===== config.mk =====
export PLATFORM = sky130hd
export DESIGN_NAME = obi_gnt_stall
export DESIGN_NICKNAME = d
export VERILOG_FILES = /design/src/rtl/obi_stall_pkg.sv /design/src/rtl/obi_stall_lfsr.sv /design/src/rtl/obi_gnt_stall.sv
export SDC_FILE = /design/constraint.sdc
export NUM_CORES = 1
export LEC_CHECK = 0
export CAP_MARGIN = 10
export CORE_ASPECT_RATIO = 1.1
export CORE_MARGIN = 10
export CORE_UTILIZATION = 49
export DETAILED_ROUTE_END_ITERATION = 10
export GPL_TIMING_DRIVEN = 0
export PLACE_DENSITY = 0.84
export SYNTH_ARGS = -nofsm -noshare
export SYNTH_HDL_FRONTEND = slang
export SYNTH_SLANG_ARGS = --single-unit
export TNS_END_PERCENT = 100

===== constraint.sdc =====
create_clock -name clk_i -period 44.1 [get_ports clk_i]
set_clock_uncertainty 0.15 [all_clocks]
set_input_delay 4.41 -clock clk_i [delete_from_list [all_inputs] [get_ports clk_i]]
set_output_delay 4.41 -clock clk_i [all_outputs]
set_load 0.05 [all_outputs]

===== src/rtl/obi_stall_pkg.sv =====
// obi_stall_pkg: constants and types shared by the OBI request-side grant
// staller and the response-side stall FIFO.
//   - stall mode encodings NONE / STANDARD / RANDOM (32-bit, as driven by the bench)
//   - DELAY_WL / MAX_DELAY: width and ceiling of an inserted delay
//   - gnt_state_e: grant FSM states
//   - clamp_delay(): saturate a 32-bit delay request to MAX_DELAY
package obi_stall_pkg;

  localparam logic [31:0] NONE     = 32'd0;
  localparam logic [31:0] STANDARD = 32'd1;
  localparam logic [31:0] RANDOM   = 32'd2;

  localparam int unsigned          DELAY_WL  = 4;
  localparam logic [DELAY_WL-1:0]  MAX_DELAY = 4'd15;

  typedef enum logic {IDLE, STALL} gnt_state_e;

  function automatic logic [DELAY_WL-1:0] clamp_delay(input logic [31:0] v);
    return (v > 32'(MAX_DELAY)) ? MAX_DELAY : v[DELAY_WL-1:0];
  endfunction

endpackage


===== src/rtl/obi_stall_lfsr.sv =====
// obi_stall_lfsr: free-running 16-bit Fibonacci LFSR (x^16+x^14+x^13+x^11+1),
// advancing once per clock out of reset. Used as a cheap, deterministic
// pseudo-random source by the stall blocks.
// Ports:
//   clk_i   clock
//   rst_ni  async active-low reset, loads SEED
//   rnd_o   low OUT_W bits of the current LFSR state
module obi_stall_lfsr #(
  parameter logic [15:0] SEED  = 16'hACE1,  // must be nonzero
  parameter int unsigned OUT_W = 16
) (
  input  logic             clk_i,
  input  logic             rst_ni,
  output logic [OUT_W-1:0] rnd_o
);

  logic [15:0] lfsr;
  logic        fb;

  // right-shifting form: taps 16,14,13,11 map to bits 0,2,3,5
  assign fb    = lfsr[0] ^ lfsr[2] ^ lfsr[3] ^ lfsr[5];
  assign rnd_o = lfsr[OUT_W-1:0];

  always_ff @(posedge clk_i or negedge rst_ni) begin
    if (!rst_ni) lfsr <= SEED;
    else         lfsr <= {fb, lfsr[15:1]};
  end

endmodule


===== src/rtl/obi_gnt_stall.sv =====
// obi_gnt_stall: sits between the core OBI request port and the RAM model,
// delaying grants (none / fixed / pseudo-random) and capping the number of
// granted-but-unanswered transactions at MAX_OUTSTANDING.
// Ports:
//   clk_i, rst_ni                 clock, async active-low reset
//   core_req_i / core_gnt_o       OBI handshake (gnt also feeds the rsp FIFO)
//   core_addr_i/we_i/be_i/wdata_i request payload
//   mem_req_o                     strobe for an accepted transaction
//   mem_addr/we/be/wdata_o        combinational pass-through of payload
//   rvalid_i                      response retired (frees one slot)
//   en_stall_i, stall_mode_i      stall enable and mode (NONE/STANDARD/RANDOM)
//   max_stall_i, gnt_stall_i      RANDOM bound, STANDARD delay
// Build option: define OBI_GNT_STALL_CHECK_EN to compile in protocol SVA.
module obi_gnt_stall
  import obi_stall_pkg::*;
#(
  parameter int unsigned ADDR_WIDTH      = 32,
  parameter int unsigned DATA_WIDTH      = 32,
  parameter int unsigned MAX_OUTSTANDING = 8,
  parameter logic [15:0] LFSR_SEED       = 16'hACE1
) (
  input  logic                    clk_i,
  input  logic                    rst_ni,
  input  logic                    core_req_i,
  output logic                    core_gnt_o,
  input  logic [ADDR_WIDTH-1:0]   core_addr_i,
  input  logic                    core_we_i,
  input  logic [DATA_WIDTH/8-1:0] core_be_i,
  input  logic [DATA_WIDTH-1:0]   core_wdata_i,
  output logic                    mem_req_o,
  output logic [ADDR_WIDTH-1:0]   mem_addr_o,
  output logic                    mem_we_o,
  output logic [DATA_WIDTH/8-1:0] mem_be_o,
  output logic [DATA_WIDTH-1:0]   mem_wdata_o,
  input  logic                    rvalid_i,
  input  logic                    en_stall_i,
  input  logic [31:0]             stall_mode_i,
  input  logic [31:0]             max_stall_i,
  input  logic [31:0]             gnt_stall_i
);

  localparam int unsigned OW = $clog2(MAX_OUTSTANDING + 1);

  gnt_state_e          state;
  logic [DELAY_WL-1:0] cnt;
  logic [OW-1:0]       outstd;
  logic [7:0]          rnd;
  logic [DELAY_WL-1:0] d, rand_d;
  logic [15:0]         rand_rem;
  logic                blocked, gnt_raw, inc, dec;

  obi_stall_lfsr #(.SEED(LFSR_SEED), .OUT_W(8)) u_lfsr (
    .clk_i  (clk_i),
    .rst_ni (rst_ni),
    .rnd_o  (rnd)
  );

  assign mem_addr_o  = core_addr_i;
  assign mem_we_o    = core_we_i;
  assign mem_be_o    = core_be_i;
  assign mem_wdata_o = core_wdata_i;

  assign blocked  = (outstd == OW'(MAX_OUTSTANDING));
  assign rand_rem = {8'd0, rnd} % ({12'd0, clamp_delay(max_stall_i)} + 16'd1);
  assign rand_d   = rand_rem[DELAY_WL-1:0];

  always_comb begin
    d = '0;
    if (en_stall_i) begin
      if (stall_mode_i == STANDARD)    d = clamp_delay(gnt_stall_i);
      else if (stall_mode_i == RANDOM) d = rand_d;
    end
    gnt_raw = 1'b0;
    case (state)
      IDLE:    gnt_raw = core_req_i && (d == '0) && !blocked;
      STALL:   gnt_raw = (cnt == '0) && !blocked;
      default: gnt_raw = 1'b0;
    endcase
  end

  // grant is held low while reset is asserted, even though IDLE could
  // otherwise grant a zero-delay request combinationally
  assign core_gnt_o = gnt_raw & rst_ni;
  assign mem_req_o  = core_req_i & core_gnt_o;
  assign inc        = mem_req_o;
  assign dec        = rvalid_i;

  // The counter holds d-1 so that the grant lands exactly d cycles after
  // the request cycle (IDLE itself is the first waiting cycle). A request
  // that is only blocked parks in STALL with cnt=0 until a slot frees up.
  always_ff @(posedge clk_i or negedge rst_ni) begin
    if (!rst_ni) begin
      state <= IDLE;
      cnt   <= '0;
    end else begin
      case (state)
        IDLE: if (core_req_i && !gnt_raw) begin
          cnt   <= (d == '0) ? '0 : d - 1'b1;
          state <= STALL;
        end
        STALL: begin
          if (cnt != '0)    cnt   <= cnt - 1'b1;
          else if (!blocked) state <= IDLE;
        end
        default: state <= IDLE;
      endcase
    end
  end

  always_ff @(posedge clk_i or negedge rst_ni) begin
    if (!rst_ni) begin
      outstd <= '0;
    end else begin
      case ({inc, dec})
        2'b10:   if (!blocked)      outstd <= outstd + 1'b1;
        2'b01:   if (outstd != '0)  outstd <= outstd - 1'b1;
        default: outstd <= outstd;
      endcase
    end
  end

`ifdef OBI_GNT_STALL_CHECK_EN
  a_req_drop: assert property (@(posedge clk_i) disable iff (!rst_ni)
    (core_req_i && !core_gnt_o) |=> core_req_i)
    else $error("core_req_i dropped without grant");
  a_payload: assert property (@(posedge clk_i) disable iff (!rst_ni)
    (core_req_i && !core_gnt_o) |=>
      $stable({core_addr_i, core_we_i, core_be_i, core_wdata_i}))
    else $error("request payload changed before grant");
  a_rvalid: assert property (@(posedge clk_i) disable iff (!rst_ni)
    !(rvalid_i && outstd == '0))
    else $error("rvalid_i with no outstanding transaction");
  a_limit: assert property (@(posedge clk_i) disable iff (!rst_ni)
    outstd <= OW'(MAX_OUTSTANDING))
    else $error("outstanding count above limit");
`else
  // default build: no protocol checks
`endif

endmodule

==> flow_summary.toml, run 1 <==
[logic_synthesis]
synth_area_per_cell_um2 = 7.36
synthCells = 1050
yosysUniqueCellTypes = 99
synth_fa_ha_area_frac = 0.130
seq_area_frac_synth = 0.0822
synthArstFlopShare = 1.00
synth_mux_area_frac = 0.0426
synth_top_family_by_area = "simple AND/OR/NAND/NOR gates"
synth_xor_area_frac = 0.0397
ys_warn_count = 0
netlist_area_um2 = 7730
synth_edf_count = 0
synth-seq-cells = 25
synth_simple_gate_area_share = 0.308
synth_compound_area_frac = 0.302
synth_ff_type = "dfrtp_1"

[clock_tree]
clockBufferDepth = 2
cts_tree = "done"
clk_pin_slew_ps = 70
htree_levels = 1
holdBufCountCts = 0
cts_num_sinks = 25
cts_root_buf = "clkbuf_16"
numCtsBuffers = 3
clk_latency_ps = 270

[grt]
grt_overflow_total = 0
grtUsageTotal = 0.216
grt_pass1_wl_mm = 40.1
grt_antenna_before_repair = 0
grt_max_degree = 28
grt_pass1_vias = 8553

[route]
post_drt_wl_per_cell_um = 17.1
via_per_inst = 6.19
drc = 0
drt-initial-drc-count = 731
detail-route-antenna-nets = 0
drt-total-wl_mm = 24.6
drtPass1Iterations = 7
vias = 8914

[layout]
fin_cells = 1441
drive_gt1_frac = 0.147
num_antenna_cells = 0
postLayoutCoreUtil = 0.638
syn2layout_area_growth_pct = 28.9
fin_nets = 1491
finalInstanceArea_um2 = 9970

[die]
die_x_um = 140
ioPinCount = 241
rows = 48
die_area_um2 = 21200
initial_utilization = 0.495
coreArea_um2 = 15600
die_y_um = 152

[critical_path]
rr_worst_depth = 148
startpoint_type = "primary input"
end_kind = "primary output"
crit_top_cell = "o21a_1"
critPathKind = "primary input to primary output"
critPathArrivalTime_ps = 36800
slowest_delay_ps = 550
slowest_stage = "or3_4"
r2r_end = "outstd[2]"
r2r-start = "u_lfsr.lfsr[1]"
regToRegSetupSlack_ps = 11240
worst-path-max-fanout = 17
required_ps = 39540

[pwr]
power_density_nw_per_um2 = 13.6
ir_worst_vdd_mv = 0.0176
power_leakage_nw = 4.21
p_total_mw = 0.136

[placed_design]
placed_cells = 1428
placed_area_um2 = 9730
place_worst_setup_slack_ps = -230
gp_congestion = 0.901
dp_hpwl_mm = 20.5
numPortBuffers = 171

[hold_path]
min_delay_worst_endpoint = "u_lfsr.lfsr[7]"
holdPathStages = 0
hold_path.startpoint = "u_lfsr.lfsr[8]"
hold_path.class = "flip-flop to flip-flop"

[sta]
drv_slew = 0
hold_ws_ps = 204
period_share = 0.938
setup_ws_ps = 2740
hold_viol = 0
grt_setup_unrepaired = "no"
finalCriticalPeriod_ps = 41360
tightest_slew_ps = 1040
max_freq_mhz = 24.2
slew-limit-headroom = 0.301
fin_setup_tns_ps = 0
setup_viol = 0

[run]
drv_cap = 0

[status]
run_status = "completed"
## worst max-delay path: cells and delay by family
family / cells / cell delay (ps)
compound gates: 71 / 14570
fa+ha+maj: 16 / 4870
buf+inv: 9 / 2030
mux: 1 / 390
simple gates: 51 / 10510
## timing repair
item | CTS | global route
setup buffers | 0 | 9
endpoints found under the setup margin | 2 | 2
resized for setup | 5 | 28
pin swaps | 0 | 3
## layer usage
metal	track usage	part of all wire	vias to the layer above
met4	0.0506	0.019	0
met2	0.390	0.49	377
li1	-	-	4347
met5	0	0	-
met1	0.246	0.40	4141
met3	0.0627	0.092	49
## logic make-up (layout without fill, tap and decap cells)
family          Yosys count  count (layout)
simple gates            435             435
compound gates          320             320
buf+inv                 124             308
fa+ha+maj                79              79
xor+xnor                 35              35
mux                      31              31
flops                    25              25
other cells               1               8
## worst max-delay path by stage
stage / from / endpoint / depth (start not counted)
floorplan: max_stall_i[29] / core_gnt_o / 141
global placement: max_stall_i[31] / mem_req_o / 141
detailed placement: max_stall_i[29] / mem_req_o / 141
CTS: max_stall_i[29] / core_gnt_o / 143
global route: max_stall_i[29] / core_gnt_o / 149
finish: max_stall_i[29] / core_gnt_o / 148
## power by group
part,internal (mW),switching [mW]
combinational,0.0373,0.0459
clock,0.0126,0.00944
sequential,0.0270,0.00347
total,0.0769,0.0588
## registers in the layout (all words and copies together) (netlist names)
name         count
state            1
outstd           4
cnt              4
u_lfsr.lfsr     16
## Yosys cell counts, types with 6 or more instances
master / n / area [um2]
nor2_1: 83 / 312
nand2_1: 80 / 300
ha_1: 77 / 963
buf_4: 69 / 518
nor3_1: 52 / 260
a21oi_1: 47 / 235
o21ai_0: 46 / 230
o21a_1: 41 / 308
inv_1: 34 / 128
nand3_1: 34 / 170
nor4_1: 31 / 194
a21o_1: 22 / 165
xnor2_1: 22 / 193
or3_1: 21 / 131
nand2b_1: 20 / 125
mux2i_1: 18 / 180
nor2b_1: 18 / 113
dfrtp_1: 17 / 425
a31oi_1: 15 / 93.8
and3_1: 15 / 93.8
o31ai_1: 15 / 113
clkbuf_1: 14 / 52.6
or2_2: 14 / 87.6
nand4_1: 13 / 81.3
o211ai_1: 13 / 97.6
xor2_1: 13 / 114
and2_1: 12 / 75.1
mux2_2: 11 / 124
a211oi_1: 8 / 60.1
dfstp_2: 8 / 210
a41oi_1: 7 / 61.3
nor4_2: 7 / 87.6
a211o_1: 6 / 52.6
a221oi_1: 6 / 52.6
o211a_1: 6 / 60.1
o22ai_1: 6 / 37.5
## cells in the final DEF (no fill, tap or decap), drive strengths merged, types with 10 or more instances in the layout
master | Yosys | routed
a211oi | 10 | 10
a21o | 22 | 22
a21oi | 52 | 52
a31oi | 15 | 15
and2 | 12 | 12
and3 | 15 | 15
buf | 75 | 85
clkbuf | 14 | 19
clkdlybuf4s50 | 0 | 168
dfrtp | 17 | 17
ha | 77 | 77
inv | 34 | 34
mux2 | 12 | 12
mux2i | 19 | 19
nand2 | 80 | 80
nand2b | 20 | 20
nand3 | 35 | 35
nand4 | 13 | 13
nor2 | 84 | 84
nor2b | 18 | 18
nor3 | 57 | 57
nor4 | 41 | 41
o211ai | 15 | 15
o21a | 41 | 41
o21ai | 54 | 54
o31ai | 16 | 16
or2 | 16 | 16
or3 | 21 | 21
xnor2 | 22 | 22
xor2 | 13 | 13
## area by class of cell
type / count / area [um2]
Tap cell: 200 / 250
Sequential cell: 25 / 636
Clock buffer: 3 / 75.1
Timing Repair Buffer: 180 / 1760
Multi-Input combinational cell: 908 / 6500
Fill cell: 1383 / 5650
Inverter: 35 / 135
Buffer: 89 / 601
Clock inverter: 1 / 8.76
(Power assumes the default switching activity.)
==> inputs of run 2 (changes only) <==
--- a/config.mk
+++ b/config.mk
@@ -6,12 +6,14 @@
 export NUM_CORES = 1
 export LEC_CHECK = 0
 export CAP_MARGIN = 10
+export CELL_PAD_IN_SITES_DETAIL_PLACEMENT = 1
+export CELL_PAD_IN_SITES_GLOBAL_PLACEMENT = 1
 export CORE_ASPECT_RATIO = 1.1
 export CORE_MARGIN = 10
-export CORE_UTILIZATION = 49
+export CORE_UTILIZATION = 35
 export DETAILED_ROUTE_END_ITERATION = 10
 export GPL_TIMING_DRIVEN = 0
-export PLACE_DENSITY = 0.84
+export PLACE_DENSITY_LB_ADDON = 0.1
 export SYNTH_ARGS = -nofsm -noshare
 export SYNTH_HDL_FRONTEND = slang
 export SYNTH_SLANG_ARGS = --single-unit
==> run 2 against run 1 <==
Against the previous run:
- power is 1.4% higher
- sequential power barely moved
- maximum frequency is essentially flat
- hold slack improved by 1.6 ps
- count of clock-buffer cells in the layout unchanged
- final area increased by 2.2%
- worst setup slack better by 39 ps
- register-to-register slack improved by 180 ps
- die area grew 34%
- non-clock buffer count stayed put
- critical path type unchanged
- largest power group unchanged
- highest routed layer unchanged
==> flow_summary.toml, run 2 (synthesized netlist as in run 1, its figures left out) <==
[status]
run_status = "completed"

[grt]
grt_antenna_before_repair = 0
grt_pass1_vias = 9129
grtUsageTotal = 0.186
grt_max_degree = 28
grt_pass1_wl_mm = 45.3
grt_overflow_total = 0

[sta]
max_freq_mhz = 24.2
hold_viol = 0
hold_ws_ps = 205
tightest_slew_ps = 1120
finalCriticalPeriod_ps = 41320
setup_viol = 0
period_share = 0.937
drv_slew = 0
setup_ws_ps = 2780
slew-limit-headroom = 0.243

[hold_path]
hold_path.class = "flip-flop to flip-flop"
hold_path.startpoint = "u_lfsr.lfsr[8]"
holdPathStages = 0
min_delay_worst_endpoint = "u_lfsr.lfsr[7]"

[pwr]
power_density_nw_per_um2 = 13.5
power_leakage_nw = 4.24
net-switching-power_mw = 0.0602
p_int_mw = 0.0774
p_comb_frac = 0.623
ir_worst_vdd_mv = 0.0146
p_sw_frac = 0.437
clockPowerShare = 0.154
p_seq_frac = 0.222

[critical_path]
rr_worst_depth = 152
critPathKind = "primary input to primary output"
critPathArrivalTime_ps = 36760
slowest_delay_ps = 540
end_kind = "primary output"
required_ps = 39540
crit_top_cell = "o21a_1"
regToRegSetupSlack_ps = 11420
startpoint_type = "primary input"
slowest_stage = "or3_4"
r2r_end = "outstd[2]"
r2r-start = "u_lfsr.lfsr[1]"
worst-path-max-fanout = 17

[route]
drt-total-wl_mm = 28.6
routed-wl-met2_mm = 13.9
via_per_inst = 5.76
highest_layer = "met4"
vias = 8821
drc = 0
routed-wl-met3_mm = 1.74
m1WireLength_mm = 12.7
post_drt_wl_per_cell_um = 18.7
drtPass1Iterations = 5
detail-route-antenna-nets = 0
drt-initial-drc-count = 346

[run]
drv_cap = 0

[layout]
fin_cells = 1531
num_antenna_cells = 0
n_fill_cell = 2727
syn2layout_area_growth_pct = 31.8
largest_register = "u_lfsr.lfsr"
largest_reg_flops = 16
drive_gt1_frac = 0.153
reg_top3 = "u_lfsr.lfsr: 16 flops, cnt: 4 flops, outstd: 4 flops"
fin_nets = 1491
postLayoutCoreUtil = 0.474
finalInstanceArea_um2 = 10200
final_cell_mix = "clkdlybuf4s50_1 (169), nor2_1 (82), nand2_1 (79)"
layout_commonest_cell = "clkdlybuf4s50_1"

[die]
coreArea_um2 = 21500
ioPinCount = 241
die_area_um2 = 28400
die_y_um = 176
rows = 56
die_x_um = 162
initial_utilization = 0.359

[clock_tree]
cts_num_sinks = 25
cts_root_buf = "clkbuf_16"
cts_tree = "done"
clk_pin_slew_ps = 60
htree_levels = 1
numCtsBuffers = 3
holdBufCountCts = 0
clk_latency_ps = 260
clockBufferDepth = 2

[placed_design]
place_worst_setup_slack_ps = -1410
placed_cells = 1519
numPortBuffers = 171
gp_congestion = 0.843
placed_area_um2 = 9850
dp_hpwl_mm = 24.4
## run 2: cell types whose count changed in the layout (fill, tap and decap cells not counted), sizes merged
cell,before,now
clkbuf,19,17
clkdlybuf4s15,0,2
clkdlybuf4s50,168,169
buf,85,84
## run 2: final cells by class
class / count / area [um2] / area share
sequential: 25 / 636 / 0.0624
multi-input combinational: 908 / 6560 / 0.644
timing repair buffer: 180 / 1810 / 0.178
buffer: 89 / 601 / 0.0589
clock buffer: 3 / 75.1 / 0.00737
tap: 290 / 363 / 0.0356
clock inverter: 1 / 8.76 / 0.000860
inverter: 35 / 135 / 0.0133
## run 2: per-layer routing
layer	vias to the layer above	GRT usage
li1	4328	-
met1	4261	0.225
met2	217	0.331
met3	15	0.0463
met4	0	0.0254
met5	-	0
## run 2: through the flow
step | total power [mW] | TNS [ps]
after global routing | 0.148 | -45.9
after detailed placement | 0.116 | -2790
after global placement | 0.114 | -1080
final | 0.138 | 0
after floorplan | 0.0870 | 0
after CTS | 0.138 | 0
## run 2: what timing repair did
action | in CTS | in global routing
setup endpoints to repair | 2 | 3
setup buffers | 1 | 6
gates resized for setup | 13 | 34
pin swaps | 0 | 3
## run 2: how the worst max path moves through the flow
stage,startpoint,endpoint,slack [ps],cells past startpoint
2_1_floorplan,max_stall_i[29],core_gnt_o,6210,141
3_3_place_gp,max_stall_i[31],mem_req_o,-560,141
3_5_place_dp,max_stall_i[31],mem_req_o,-1410,141
4_1_cts,max_stall_i[31],mem_req_o,120,142
5_1_grt,max_stall_i[15],core_gnt_o,-50,151
6_report,max_stall_i[31],core_gnt_o,2780,152
## run 2: power groups by stage
stage	clock network [mW]	logic, mW	registers, mW
final	0.0212	0.0858	0.0306
after global routing	0.0231	0.0938	0.0313
after CTS	0.0218	0.0857	0.0306
after detailed placement	0	0.0855	0.0309
after global placement	0	0.0835	0.0309
after floorplan	0	0.0572	0.0298
## run 2: worst max-delay path: cells and delay by family
family,cells,cell delay [ps]
buf+inv,11,2280
mux,1,390
compound gates,72,14620
fa+ha+maj,16,4760
simple gates,52,10210
==> inputs of run 3 (changes only) <==
--- a/config.mk
+++ b/config.mk
@@ -14,6 +14,7 @@
 export DETAILED_ROUTE_END_ITERATION = 10
 export GPL_TIMING_DRIVEN = 0
 export PLACE_DENSITY_LB_ADDON = 0.1
+export REMOVE_ABC_BUFFERS = 1
 export SYNTH_ARGS = -nofsm -noshare
 export SYNTH_HDL_FRONTEND = slang
 export SYNTH_SLANG_ARGS = --single-unit
==> run 3 against run 2 <==
Against the previous run:
- combinational power shrank 32%
- final area fell by 13%
- worst setup slack improved by 230 ps
- sequential share of layout area rose by 0.94 points
- non-clock buffer count decreased by 160
- sequential power grew 11%
- routed wire length grew 7.6%
- utilization decreased by 6.2 points
- count of clock-buffer cells in the layout unchanged
==> flow_summary.toml, run 3 (synthesized netlist as in run 1, its figures left out) <==
[clock_tree]
clk_pin_slew_ps = 70
htree_levels = 1
holdBufCountCts = 0
numCtsBuffers = 3
cts_num_sinks = 25
cts_tree = "done"
clockBufferDepth = 2
cts_root_buf = "clkbuf_16"
clk_latency_ps = 270

[grt]
grtUsageTotal = 0.207
grt_pass1_wl_mm = 47.9
grt_max_degree = 22
grt_antenna_before_repair = 0
grt_pass1_vias = 8434
grt_overflow_total = 0

[route]
drt-total-wl_mm = 30.8
post_drt_wl_per_cell_um = 22.5
via_per_inst = 6.03
drt-initial-drc-count = 354
vias = 8272
drtPass1Iterations = 4
detail-route-antenna-nets = 0
drc = 0

[layout]
layout_commonest_cell = "clkdlybuf4s50_1"
fin_nets = 1331
fin_cells = 1371
reg_top3 = "u_lfsr.lfsr: 16 flops, cnt: 4 flops, outstd: 4 flops"
syn2layout_area_growth_pct = 14.5
largest_register = "u_lfsr.lfsr"
final_cell_mix = "clkdlybuf4s50_1 (100), nor2_1 (82), nand2_1 (80)"
largest_reg_flops = 16
postLayoutCoreUtil = 0.412
drive_gt1_frac = 0.105
finalInstanceArea_um2 = 8850
num_antenna_cells = 0

[run]
drv_cap = 0

[pwr]
power_leakage_nw = 3.59
p_total_mw = 0.114
ir_worst_vdd_mv = 0.0125
power_density_nw_per_um2 = 12.9

[die]
die_y_um = 176
ioPinCount = 241
initial_utilization = 0.359
die_area_um2 = 28400
coreArea_um2 = 21500
rows = 56
die_x_um = 162

[critical_path]
slowest_stage = "or4b_4"
startpoint_type = "primary input"
slowest_delay_ps = 610
crit_top_cell = "o21a_1"
critPathKind = "primary input to primary output"
crit_path_start = "max_stall_i[31]"
end_kind = "primary output"
worst-path-max-fanout = 17
required_ps = 39540
critPathArrivalTime_ps = 36540
r2r-start = "u_lfsr.lfsr[1]"

[sta]
hold_viol = 0
setup_ws_ps = 3000
setup_viol = 0
finalCriticalPeriod_ps = 41100
slew-limit-headroom = 0.320
grt_setup_unrepaired = "no"
max_freq_mhz = 24.3
period_share = 0.932
drv_slew = 0
tightest_slew_ps = 1010

[hold_path]
hold_path.startpoint = "u_lfsr.lfsr[9]"
hold_path.class = "flip-flop to flip-flop"

[placed_design]
placed_area_um2 = 8590
place_worst_setup_slack_ps = -1730
numPortBuffers = 102
placed_cells = 1362
dp_hpwl_mm = 25.5
gp_congestion = 0.840

[status]
run_status = "completed"
==> run 3: cell types whose count changed in the layout (fill, tap and decap cells not counted), moves of 5 or more <==
cell	previous run	this run
clkdlybuf4s50_1	169	100
clkbuf_1	13	0
buf_2	5	0
buf_4	76	5
==> run 3: cell type report <==
| type | count | area (um2) |
|---|---|---|
| fill | 2690 | 12700 |
| multi-input combinational | 908 | 6540 |
| timing repair buffer | 109 | 1100 |
| sequential | 25 | 636 |
| tap | 290 | 363 |
| inverter | 35 | 135 |
| clock buffer | 3 | 75.1 |
| clock inverter | 1 | 8.76 |
==> run 3: layer usage <==
layer  routed length (um)  share of wire  track usage  up-vias
li1                     -              -            -     4010
met1                14400           0.47        0.266     4003
met2                12900           0.42        0.313      239
met3                 3190           0.10       0.0996       14
met4                  147         0.0048       0.0182        6
met5                  169         0.0055       0.0581        -
==> run 3: stage by stage <==
step | hold WS [ps] | TNS (ps)
after floorplan | 181 | 0
after global placement | 185 | -2180
after detailed placement | 188 | -3320
after CTS | 204 | 0
after global routing | 216 | 0
final | 203 | 0
==> run 3: repair_timing <==
action	in CTS	in global routing
cloned	0	0
endpoints found under the setup margin	2	3
pin swaps	0	3
buffers inserted	1	4
resized for setup	14	28
==> run 3: worst paths after layout <==
kind	cells past startpoint	end	slack [ps]
max in group asynchronous	2	u_lfsr.lfsr[5]	38760
max	141	core_gnt_o	3000
min	0	u_lfsr.lfsr[8]	200
max reg2reg	141	outstd[2]	11460
min in group asynchronous	1	cnt[3]	4410
min reg2reg	0	u_lfsr.lfsr[8]	200
==> run 3: power by group <==
| group | switching, mW | internal [mW] |
|---|---|---|
| clock network | 0.00964 | 0.0126 |
| logic | 0.0300 | 0.0282 |
| registers | 0.00708 | 0.0269 |
| total | 0.0468 | 0.0677 |
==> run 3: worst max-delay path, delay by kind of cell <==
family | cells | cell delay [ps]
AO/OA/AOI/OAI | 70 | 14650
adder cells (fa/ha/maj) | 16 | 4840
buffers and inverters | 3 | 760
multiplexers | 2 | 700
AND/OR/NAND/NOR | 50 | 11150
